<file path="config.mk">
export PLATFORM = sky130hd
export DESIGN_NAME = dft_stream_flat
export DESIGN_NICKNAME = d
export VERILOG_FILES = /design/src/rtl/dft_stream_if.sv /design/src/rtl/dft_stream.sv /design/src/flat_wrapper.sv
export SDC_FILE = /design/constraint.sdc
export NUM_CORES = 1
export LEC_CHECK = 0
export BUFFER_PORTS_ARGS = -buffer_cell sky130_fd_sc_hd__buf_4
export CORE_ASPECT_RATIO = 1.75
export CORE_MARGIN = 2
export CORE_UTILIZATION = 50
export DETAILED_ROUTE_END_ITERATION = 7
export HOLD_SLACK_MARGIN = 0.1
export PLACE_DENSITY = 0.78
export REMOVE_ABC_BUFFERS = 1
export SLEW_MARGIN = 5
export SYNTH_ARGS = -nofsm -noshare
export SYNTH_HDL_FRONTEND = slang
export SYNTH_SLANG_ARGS = --single-unit
</file>
<file path="constraint.sdc">
create_clock -name clk -period 9.22 [get_ports clk]
set_clock_uncertainty 0.15 [all_clocks]
set_input_delay 2.305 -clock clk [delete_from_list [all_inputs] [get_ports clk]]
set_output_delay 2.305 -clock clk [all_outputs]
set_load 0.005 [all_outputs]
</file>
<file path="src/rtl/dft_stream_if.sv">
// Stream interface for dft_stream: sample input port and bin output port.
//
// Handshake rule for both ports: a transfer happens on a rising clk edge
// where valid and ready are both high. A source holds valid and its data
// stable until that edge. A sink may raise or drop ready at any time. Ready
// is never derived combinationally from valid.
interface dft_stream_if #(
  parameter int N      = 16,
  parameter int DATA_W = 6,
  parameter int TW_W   = 8
);
  localparam int LOG2N = $clog2(N);
  localparam int ACC_W = DATA_W + TW_W + 1 + LOG2N;

  // sample input side
  logic                     mode_inv;
  logic                     in_valid;
  logic                     in_ready;
  logic signed [DATA_W-1:0] in_re;
  logic signed [DATA_W-1:0] in_im;

  // bin output side
  logic                     out_valid;
  logic                     out_ready;
  logic signed [ACC_W-1:0]  out_re;
  logic signed [ACC_W-1:0]  out_im;
  logic [LOG2N-1:0]         out_bin;
  logic                     out_last;

  // producer of samples / consumer of bins
  modport master (
    output mode_inv, in_valid, in_re, in_im, out_ready,
    input  in_ready, out_valid, out_re, out_im, out_bin, out_last
  );

  // the transform engine
  modport slave (
    input  mode_inv, in_valid, in_re, in_im, out_ready,
    output in_ready, out_valid, out_re, out_im, out_bin, out_last
  );
endinterface

</file>
<file path="src/rtl/dft_stream.sv">
// Streaming, time-multiplexed N-point complex DFT.
// Loads N samples, then evaluates each bin k with one shared complex MAC
// over N cycles (phase ph = k*n mod N indexes the twiddle ROM), presents
// the bin, and moves on to k+1. Inverse mode flips the sign of the sine
// term (no 1/N scaling). Accumulators are wide enough that no bit is lost.
module dft_stream #(
  parameter int N      = 16,
  parameter int DATA_W = 6,
  parameter int TW_W   = 8
) (
  input  logic       clk,
  input  logic       rst_n,
  dft_stream_if.slave bus,
  output logic       busy,
  output logic [1:0] state_dbg
);

  localparam int  LOG2N  = $clog2(N);
  localparam int  ACC_W  = DATA_W + TW_W + 1 + LOG2N;
  localparam int  PROD_W = DATA_W + TW_W;
  localparam int  SCALE  = (1 << (TW_W - 1)) - 1;
  localparam real PI     = 3.14159265358979323846;
  localparam logic [LOG2N-1:0] LAST = LOG2N'(N - 1);

  typedef enum logic [1:0] {
    S_LOAD = 2'd0,
    S_MAC  = 2'd1,
    S_OUT  = 2'd2
  } state_t;

  state_t state, state_next;

  // control counters and datapath registers
  logic [LOG2N-1:0]         wr_cnt;
  logic [LOG2N-1:0]         n_cnt;
  logic [LOG2N-1:0]         k_cnt;
  logic [LOG2N-1:0]         ph;
  logic                     inv_q;
  logic signed [ACC_W-1:0]  acc_re;
  logic signed [ACC_W-1:0]  acc_im;

  // sample buffer, deliberately left out of reset
  logic signed [DATA_W-1:0] buf_re [N];
  logic signed [DATA_W-1:0] buf_im [N];

  // twiddle ROM: round(S*cos(2*pi*i/N)) and round(S*sin(2*pi*i/N))
  logic signed [TW_W-1:0]   tw_c [N];
  logic signed [TW_W-1:0]   tw_s [N];

  for (genvar g = 0; g < N; g++) begin : g_rom
    localparam real ANG  = 2.0 * PI * g / N;
    localparam real CV_R = SCALE * $cos(ANG);
    localparam real SV_R = SCALE * $sin(ANG);
    localparam int  CV   = (CV_R >= 0.0) ? $rtoi(CV_R + 0.5) : -$rtoi(0.5 - CV_R);
    localparam int  SV   = (SV_R >= 0.0) ? $rtoi(SV_R + 0.5) : -$rtoi(0.5 - SV_R);
    assign tw_c[g] = TW_W'(CV);
    assign tw_s[g] = TW_W'(SV);
  end

  // handshake strobes from the control process
  logic load_fire;
  logic out_fire;
  logic in_ready_c;
  logic out_valid_c;

  // state register
  always_ff @(posedge clk) begin
    if (!rst_n) state <= S_LOAD;
    else        state <= state_next;
  end

  // next-state logic and handshake outputs
  always_comb begin
    state_next  = state;
    in_ready_c  = 1'b0;
    out_valid_c = 1'b0;
    busy        = 1'b0;
    load_fire   = 1'b0;
    out_fire    = 1'b0;
    case (state)
      S_LOAD: begin
        in_ready_c = 1'b1;
        load_fire  = bus.in_valid;
        if (load_fire && (wr_cnt == LAST)) state_next = S_MAC;
      end
      S_MAC: begin
        busy = 1'b1;
        if (n_cnt == LAST) state_next = S_OUT;
      end
      S_OUT: begin
        busy        = 1'b1;
        out_valid_c = 1'b1;
        out_fire    = bus.out_ready;
        if (out_fire) state_next = (k_cnt == LAST) ? S_LOAD : S_MAC;
      end
      default: state_next = S_LOAD;
    endcase
  end

  // one complex MAC term: x[n] * W^(k*n), sign of the sine part set by mode
  logic signed [DATA_W-1:0] xr, xi;
  logic signed [TW_W-1:0]   cw, sw;
  logic signed [PROD_W-1:0] p_rc, p_is, p_ic, p_rs;
  logic signed [ACC_W-1:0]  term_re, term_im;

  // operand fetch and full-precision products
  always_comb begin
    xr      = buf_re[n_cnt];
    xi      = buf_im[n_cnt];
    cw      = tw_c[ph];
    sw      = tw_s[ph];
    p_rc    = PROD_W'(xr) * PROD_W'(cw);
    p_is    = PROD_W'(xi) * PROD_W'(sw);
    p_ic    = PROD_W'(xi) * PROD_W'(cw);
    p_rs    = PROD_W'(xr) * PROD_W'(sw);
    term_re = '0;
    term_im = '0;
    if (inv_q) begin
      term_re = ACC_W'(p_rc) - ACC_W'(p_is);
      term_im = ACC_W'(p_ic) + ACC_W'(p_rs);
    end else begin
      term_re = ACC_W'(p_rc) + ACC_W'(p_is);
      term_im = ACC_W'(p_ic) - ACC_W'(p_rs);
    end
  end

  // sample capture into the buffer
  always_ff @(posedge clk) begin
    if (load_fire) begin
      buf_re[wr_cnt] <= bus.in_re;
      buf_im[wr_cnt] <= bus.in_im;
    end
  end

  // counters, mode latch and accumulators
  always_ff @(posedge clk) begin
    if (!rst_n) begin
      wr_cnt <= '0;
      n_cnt  <= '0;
      k_cnt  <= '0;
      ph     <= '0;
      inv_q  <= 1'b0;
      acc_re <= '0;
      acc_im <= '0;
    end else begin
      case (state)
        S_LOAD: begin
          if (load_fire) begin
            wr_cnt <= wr_cnt + LOG2N'(1);
            if (wr_cnt == '0) inv_q <= bus.mode_inv;
            if (wr_cnt == LAST) begin
              k_cnt  <= '0;
              n_cnt  <= '0;
              ph     <= '0;
              acc_re <= '0;
              acc_im <= '0;
            end
          end
        end
        S_MAC: begin
          acc_re <= acc_re + term_re;
          acc_im <= acc_im + term_im;
          // modulo-N wrap comes for free from the LOG2N-bit width
          ph     <= ph + k_cnt;
          n_cnt  <= n_cnt + LOG2N'(1);
        end
        S_OUT: begin
          if (out_fire && (k_cnt != LAST)) begin
            k_cnt  <= k_cnt + LOG2N'(1);
            n_cnt  <= '0;
            ph     <= '0;
            acc_re <= '0;
            acc_im <= '0;
          end
        end
        default: ;
      endcase
    end
  end

  // output port drive: bin data comes straight from the accumulators
  assign bus.in_ready  = in_ready_c;
  assign bus.out_valid = out_valid_c;
  assign bus.out_re    = acc_re;
  assign bus.out_im    = acc_im;
  assign bus.out_bin   = k_cnt;
  assign bus.out_last  = (state == S_OUT) && (k_cnt == LAST);
  assign state_dbg     = state;

endmodule

</file>
<file path="src/flat_wrapper.sv">
// flat-port wrapper written by rule: the top's interface ports become plain ports
module dft_stream_flat 
#(
  parameter int N      = 16,
  parameter int DATA_W = 6,
  parameter int TW_W   = 8
)
  (clk, rst_n, busy, state_dbg, bus_mode_inv, bus_in_valid, bus_in_re, bus_in_im, bus_out_ready, bus_in_ready, bus_out_valid, bus_out_re, bus_out_im, bus_out_bin, bus_out_last);
  dft_stream_if #(.N(N), .DATA_W(DATA_W), .TW_W(TW_W)) bus_i ();
  input  logic clk;
  input  logic rst_n;
  output logic busy;
  output logic [1:0] state_dbg;
  input wire logic [$bits(bus_i.mode_inv)-1:0] bus_mode_inv;
  input wire logic [$bits(bus_i.in_valid)-1:0] bus_in_valid;
  input wire logic [$bits(bus_i.in_re)-1:0] bus_in_re;
  input wire logic [$bits(bus_i.in_im)-1:0] bus_in_im;
  input wire logic [$bits(bus_i.out_ready)-1:0] bus_out_ready;
  output wire logic [$bits(bus_i.in_ready)-1:0] bus_in_ready;
  output wire logic [$bits(bus_i.out_valid)-1:0] bus_out_valid;
  output wire logic [$bits(bus_i.out_re)-1:0] bus_out_re;
  output wire logic [$bits(bus_i.out_im)-1:0] bus_out_im;
  output wire logic [$bits(bus_i.out_bin)-1:0] bus_out_bin;
  output wire logic [$bits(bus_i.out_last)-1:0] bus_out_last;
  assign bus_i.mode_inv = bus_mode_inv;
  assign bus_i.in_valid = bus_in_valid;
  assign bus_i.in_re = bus_in_re;
  assign bus_i.in_im = bus_in_im;
  assign bus_i.out_ready = bus_out_ready;
  assign bus_in_ready = bus_i.in_ready;
  assign bus_out_valid = bus_i.out_valid;
  assign bus_out_re = bus_i.out_re;
  assign bus_out_im = bus_i.out_im;
  assign bus_out_bin = bus_i.out_bin;
  assign bus_out_last = bus_i.out_last;
  dft_stream #(.N(N), .DATA_W(DATA_W), .TW_W(TW_W)) u_core (.clk(clk), .rst_n(rst_n), .bus(bus_i), .busy(busy), .state_dbg(state_dbg));
endmodule
</file>
# After elaboration in Yosys (flattened, before gate mapping)
# Memories as Yosys holds them, arrays and structs flattened. A register that Yosys moved wholly into a read port is not among the register bits.
# Cells that the tools add are included.
# Widths: inputs -> output; s select.
dict set report op_classes {
  n_eq_ne 12
  n_mux 34
  reduce_logical 13
  n_addsub 10
  n_mul 4
  n_lt_le_gt_ge 1
  n_bitwise 1
}
# cell n
set op_table {}
lappend op_table {{$pmux 19 s3} 2}
lappend op_table {{$mux 19} 5}
lappend op_table {{$mul 6x8->14} 4}
lappend op_table {{$add 19x19->19} 2}
lappend op_table {{$mux 4} 8}
lappend op_table {{$mux 8} 4}
lappend op_table {{$add 14x14->15} 2}
lappend op_table {{$sub 14x14->15} 2}
lappend op_table {{$pmux 4 s3} 2}
lappend op_table {{$add 4x1->4 const B} 3}
lappend op_table {{$eq 4x4->1 const B} 3}
lappend op_table {{$ne 2x1->1 const B} 5}
lappend op_table {{$mux 1} 8}
lappend op_table {{$pmux 4 s2} 1}
lappend op_table {{$reduce_and 4->1} 2}
lappend op_table {{$mux 2} 3}
lappend op_table {{$pmux 2 s3} 1}
lappend op_table {{$reduce_and 3->1} 2}
lappend op_table {{$ge 5x5->1 const B} 1}
lappend op_table {{$not 4->5} 1}
lappend op_table {{$add 4x4->4} 1}
lappend op_table {{$logic_not 4->1} 1}
lappend op_table {{$ne 4x4->1 const B} 1}
lappend op_table {{$logic_and 1x1->1} 3}
lappend op_table {{8 further kinds} 8}
dict set report word_totals {
  elab_cells 87
  ff_bits 57
  mem_bits_ro 256
  ram_bits 192
  n_memories 4
}
# name depth word_bits rd rd_ports_with_merged_regs wr line
set mem_list {}
lappend mem_list {{(name not given)} 16 8 1 0 0 dft_stream.sv:111} ;# sw = tw_s[ph];
lappend mem_list {{(name not given)} 16 8 1 0 0 dft_stream.sv:110} ;# cw = tw_c[ph];
lappend mem_list {u_core.buf_im 16 6 1 1 1 dft_stream.sv:44} ;# logic signed [DATA_W-1:0] buf_im [N];
lappend mem_list {u_core.buf_re 16 6 1 1 1 dft_stream.sv:43} ;# logic signed [DATA_W-1:0] buf_re [N];

# Logic depth before layout (Yosys ltp)
dict set report depth {
  depth_word 9
  depth_mapped 40
  mapped_depth_nobuf 38
}

# Worst setup path before layout
# Ideal clock, no wire load.
dict set report synth_path {
  path_type {register to register}
  start {register (tool-made name)}
  end {register u_core.acc_re[18] (netlist: u_core.bus.out_re[18])}
  period_less_slack_ps 9554
  setup_ps 70
  stages_incl_launch_ff 34
  arrival_time_ps 9334
  path_buffers 3
  setup_slack_ps -334
  path_cell_list {dfxtp_1 -> buf_2 -> buf_1 -> mux4_2 -> mux2_2 -> o21ai_1 -> clkbuf_1 -> nor2_1 -> fa_1 -> inv_1 -> fa_1 -> inv_1 -> fa_1 -> fa_1 -> inv_1 -> fa_1 -> nor4b_1 -> nor2b_1 -> nor2_1 -> xnor2_1 -> ha_1 -> o21ai_0 -> o31ai_1 -> nor4_1 -> o41ai_1 -> xnor3_1 -> inv_1 -> ha_1 -> or2_2 -> a21oi_1 -> o31ai_1 -> xnor2_1 -> mux2_1 -> a21boi_1}
}
# element line
set synth_rtl {}
lappend synth_rtl {{end signal, assigned} dft_stream.sv:161} ;# acc_re <= acc_re + term_re;
lappend synth_rtl {{end, declared} dft_stream.sv:39} ;# logic signed [ACC_W-1:0] acc_re;

==> results by group <==
Route
  • DRC: 0
  • Vias: 14197
  • ANT nets after route: 0
  • Vias/cell: 5.74
  • DR pass1 iterations: 5
  • Routed WL per cell: 19.0 um
  • Routed wire length: 47.0 mm
  • 1st-iter DRT viols: 741

Synth
  • Number of flops mapped to enable cells by yosys: 192
  • Syn Inst Count: 1863
  • Synth Warn #: 0
  • Post-synthesis sequential area ratio: 0.345
  • Synth Flop Type: edfxtp_1
  • Seq cells post-synth: 253
  • Synth cell types: 78
  • Synthesized area: 20300 um^2
  • Asr flop ratio synth: 0
  • Avg Inst Size Synth: 10.9 um^2

Power and ir drop
  • Leak: 0.00941 uW
  • Peak VDD IR: 0.216 mV
  • Comb pwr share: 0.658
  • Pint: 3800 uW
  • Clk pwr share: 0.155
  • Register share of total power: 0.186
  • Overall Power: 6700 uW
  • Sw Pwr: 2900 uW
  • Switching Fraction: 0.433
  • Pwr Density: 295 nW/um^2

Critical path
  • CP Capture Type: register
  • Critical path type: reg2reg
  • Reg2reg path depth: 34
  • R2R setup slack: 0.42 ns
  • Crit path arrival time: 9.07 ns
  • Max FO, Critical Path: 11
  • Required time of the worst setup path: 9.49 ns
  • Peak per-stage delay on the critical path: 0.54 ns
  • Worst r2r dst: u_core.bus.out_im[18]
  • Critical-path top delay cell: fa_1
  • Worst setup SP type: register

Global routing
  • Pin count of the biggest net entering global routing: 59
  • Initial antenna violation count: 0
  • Vias in the first global route: 15025
  • Remaining Overflow, GRT: 0
  • Overall routing resource usage: 0.223
  • First-pass GRT wire length: 75.0 mm

Timing
  • Maximum clock rate: 114 MHz
  • Final hold vios: 0
  • Slew Limit Fails: 0
  • Final setup fails: 0
  • Period minus WS final: 8.80 ns
  • Slew @ Worst Pin: 1.09 ns
  • Fin worst setup slack: 0.416 ns
  • Relative slew slack: 0.275
  • Worst-case hold slack: 0.337 ns
  • RSZ-0062 raised after global routing: true
  • Final Cycle Share: 0.955

Outcome
  • Run status: finished clean

Clock network
  • Clock Tree Buf Depth: 3
  • H-tree depth: 1
  • Root Buffer: clkbuf_16
  • Worst-path clk slew: 0.07 ns
  • Worst-Skew Late Latency: 0.54 ns
  • Clock sink count: 253
  • CTS Buf Count: 24
  • Hold_buf cts: 0
  • TritonCTS clock tree: yes

Placed design
  • Post-place setup slack: 0.0263 ns
  • Placed cells: 2416
  • RD Place Congestion: 0.901
  • HPWL after DPL: 35.9 mm
  • Port Buffers: 64

Floorplanning
  • Core area: 40100 um^2
  • DIE WIDTH: 156 um
  • DIE HEIGHT: 270 um
  • Die ar.: 42200 um^2
  • Initial Util: 0.506
  • # rows: 97
  • I/O pin cnt: 65

Cells and area
  • Final #Nets: 2305
  • Layout area overhead: 12.2%
  • ANT cells: 0
  • Fin cells: 2472
  • Fraction of layout cells with a size suffix above 1: 0.161
  • Post-layout util: 0.568

Worst hold path
  • HP Start: u_core.bus.out_re[17]
  • Type of the worst min-delay path: reg2reg
  • Hold Path Stages: 2
  • WHS Endpoint: u_core.bus.out_re[17]

Job
  • Max cap viols: 0
==> worst max-delay path, delay by kind of cell, from the launching register on <==
kind                     cells  cell delay (ns)
adder cells (fa/ha/maj)      7             3.04
AO/OA/AOI/OAI               12             2.53
multiplexers                 2             0.80
AND/OR/NAND/NOR              7             0.80
XOR/XNOR                     2             0.47
buffers and inverters        4             0.46
flip-flops                   1             0.41
==> layer usage <==
layer	vias to the layer above	track usage	wire, um
li1	6672	-	-
met1	7035	0.233	16200
met2	340	0.429	26300
met3	150	0.0213	1630
met4	0	0.122	2790
met5	-	0	0
==> how the worst max path moves through the flow <==
stage | end | slack [ns] | cells past startpoint
after floorplan | u_core.bus.out_re[18] | -1.36 | 30
after global placement | u_core.bus.out_im[18] | 0.24 | 29
after detailed placement | u_core.bus.out_re[18] | 0.03 | 33
after CTS | u_core.bus.out_re[18] | 0.01 | 35
after global routing | u_core.bus.out_im[18] | -0.04 | 35
final | u_core.bus.out_im[18] | 0.42 | 34
==> state kept, by name, indices dropped and copies added, names as in the netlist, named ones only <==
register / flops
u_core.buf_im: 96
u_core.buf_re: 96
u_core.bus.out_im: 19
u_core.bus.out_re: 19
u_core.bus.out_bin: 4
u_core.n_cnt: 4
u_core.ph: 4
u_core.wr_cnt: 4
u_core.state_dbg: 2
u_core.inv_q: 1
==> stage by stage <==
| stage | setup TNS [ns] | instance area (um^2) |
|---|---|---|
| floorplan | -11.55 | 20000 |
| global route | -0.0701 | 22700 |
| global placement | 0 | 21600 |
| finish | 0 | 22700 |
| detailed placement | 0 | 21600 |
| CTS | 0 | 22500 |
==> power groups by stage <==
stage	clock network [uW]	logic (uW)	registers [uW]
6_report	1040	4410	1250
5_1_grt	1110	4920	1250
4_1_cts	1060	4220	1250
3_5_place_dp	0	4190	1270
3_3_place_gp	0	4040	1270
2_1_floorplan	0	3360	1270
==> synth_stat cells (5+ instances only) <==
cell type / number / area share
nand2b_1: 47 / 0.015
or2_2: 17 / 0.0052
mux2_2: 16 / 0.0089
or3_1: 11 / 0.0034
clkbuf_1: 53 / 0.0098
o21a_1: 13 / 0.0048
a211oi_1: 9 / 0.0033
and2_1: 21 / 0.0065
nor4_1: 5 / 0.0015
xnor2_1: 90 / 0.039
xor2_1: 41 / 0.018
nand4_1: 5 / 0.0015
o31ai_1: 6 / 0.0022
nand2_1: 111 / 0.021
a31oi_1: 7 / 0.0022
nand3_1: 32 / 0.0079
o21ai_1: 23 / 0.0057
a21o_1: 27 / 0.010
ha_1: 187 / 0.12
a21oi_1: 65 / 0.016
o21ai_0: 42 / 0.010
nor2_1: 180 / 0.033
a22oi_1: 21 / 0.0078
fa_1: 141 / 0.14
nor3_1: 28 / 0.0069
inv_1: 172 / 0.032
buf_1: 7 / 0.0013
edfxtp_1: 192 / 0.28
mux2i_1: 24 / 0.012
and3_1: 6 / 0.0019
o41ai_1: 5 / 0.0022
nor2b_1: 46 / 0.014
a21boi_0: 17 / 0.0063
dfxtp_1: 61 / 0.060
mux4_2: 48 / 0.053
o21bai_1: 10 / 0.0037
==> cells by family after synthesis <==
logic type               after synthesis  synth area share
AO/OA/AOI/OAI                        288            0.0954
adder cells (fa/ha/maj)              328             0.255
AND/OR/NAND/NOR                      526             0.124
XOR/XNOR                             133            0.0589
flip-flops                           253             0.345
multiplexers                          90            0.0752
buffers and inverters                245            0.0470
==> layout make-up <==
type                            instances  area (um^2)
Inverter                              176          661
Sequential cell                       253         6990
Clock inverter                         16          198
Multi-Input combinational cell       1365        12500
Tap cell                              495          619
Fill cell                            3219        17300
Timing Repair Buffer                  140         1130
Clock buffer                           27          633
==> cells in the final DEF (no fill, tap or decap), drive strengths merged, types with 61 or more instances in the layout <==
| master | netlist | layout |
|---|---|---|
| edfxtp | 192 | 192 |
| inv | 176 | 181 |
| o21ai | 66 | 66 |
| fa | 141 | 141 |
| buf | 15 | 139 |
| ha | 187 | 187 |
| a21oi | 65 | 65 |
| nor2 | 180 | 180 |
| nand2 | 111 | 111 |
| dfxtp | 61 | 61 |
| xnor2 | 90 | 90 |
==> timing repair <==
action	4_1_cts	5_1_grt
setup buffers	0	12
endpoints found under the setup margin	1	7
pin swaps	0	15
hold endpoints to repair	0	0
gates cloned	0	1
gates resized for setup	1	39
Note: power is estimated with default switching activity, not from simulation.
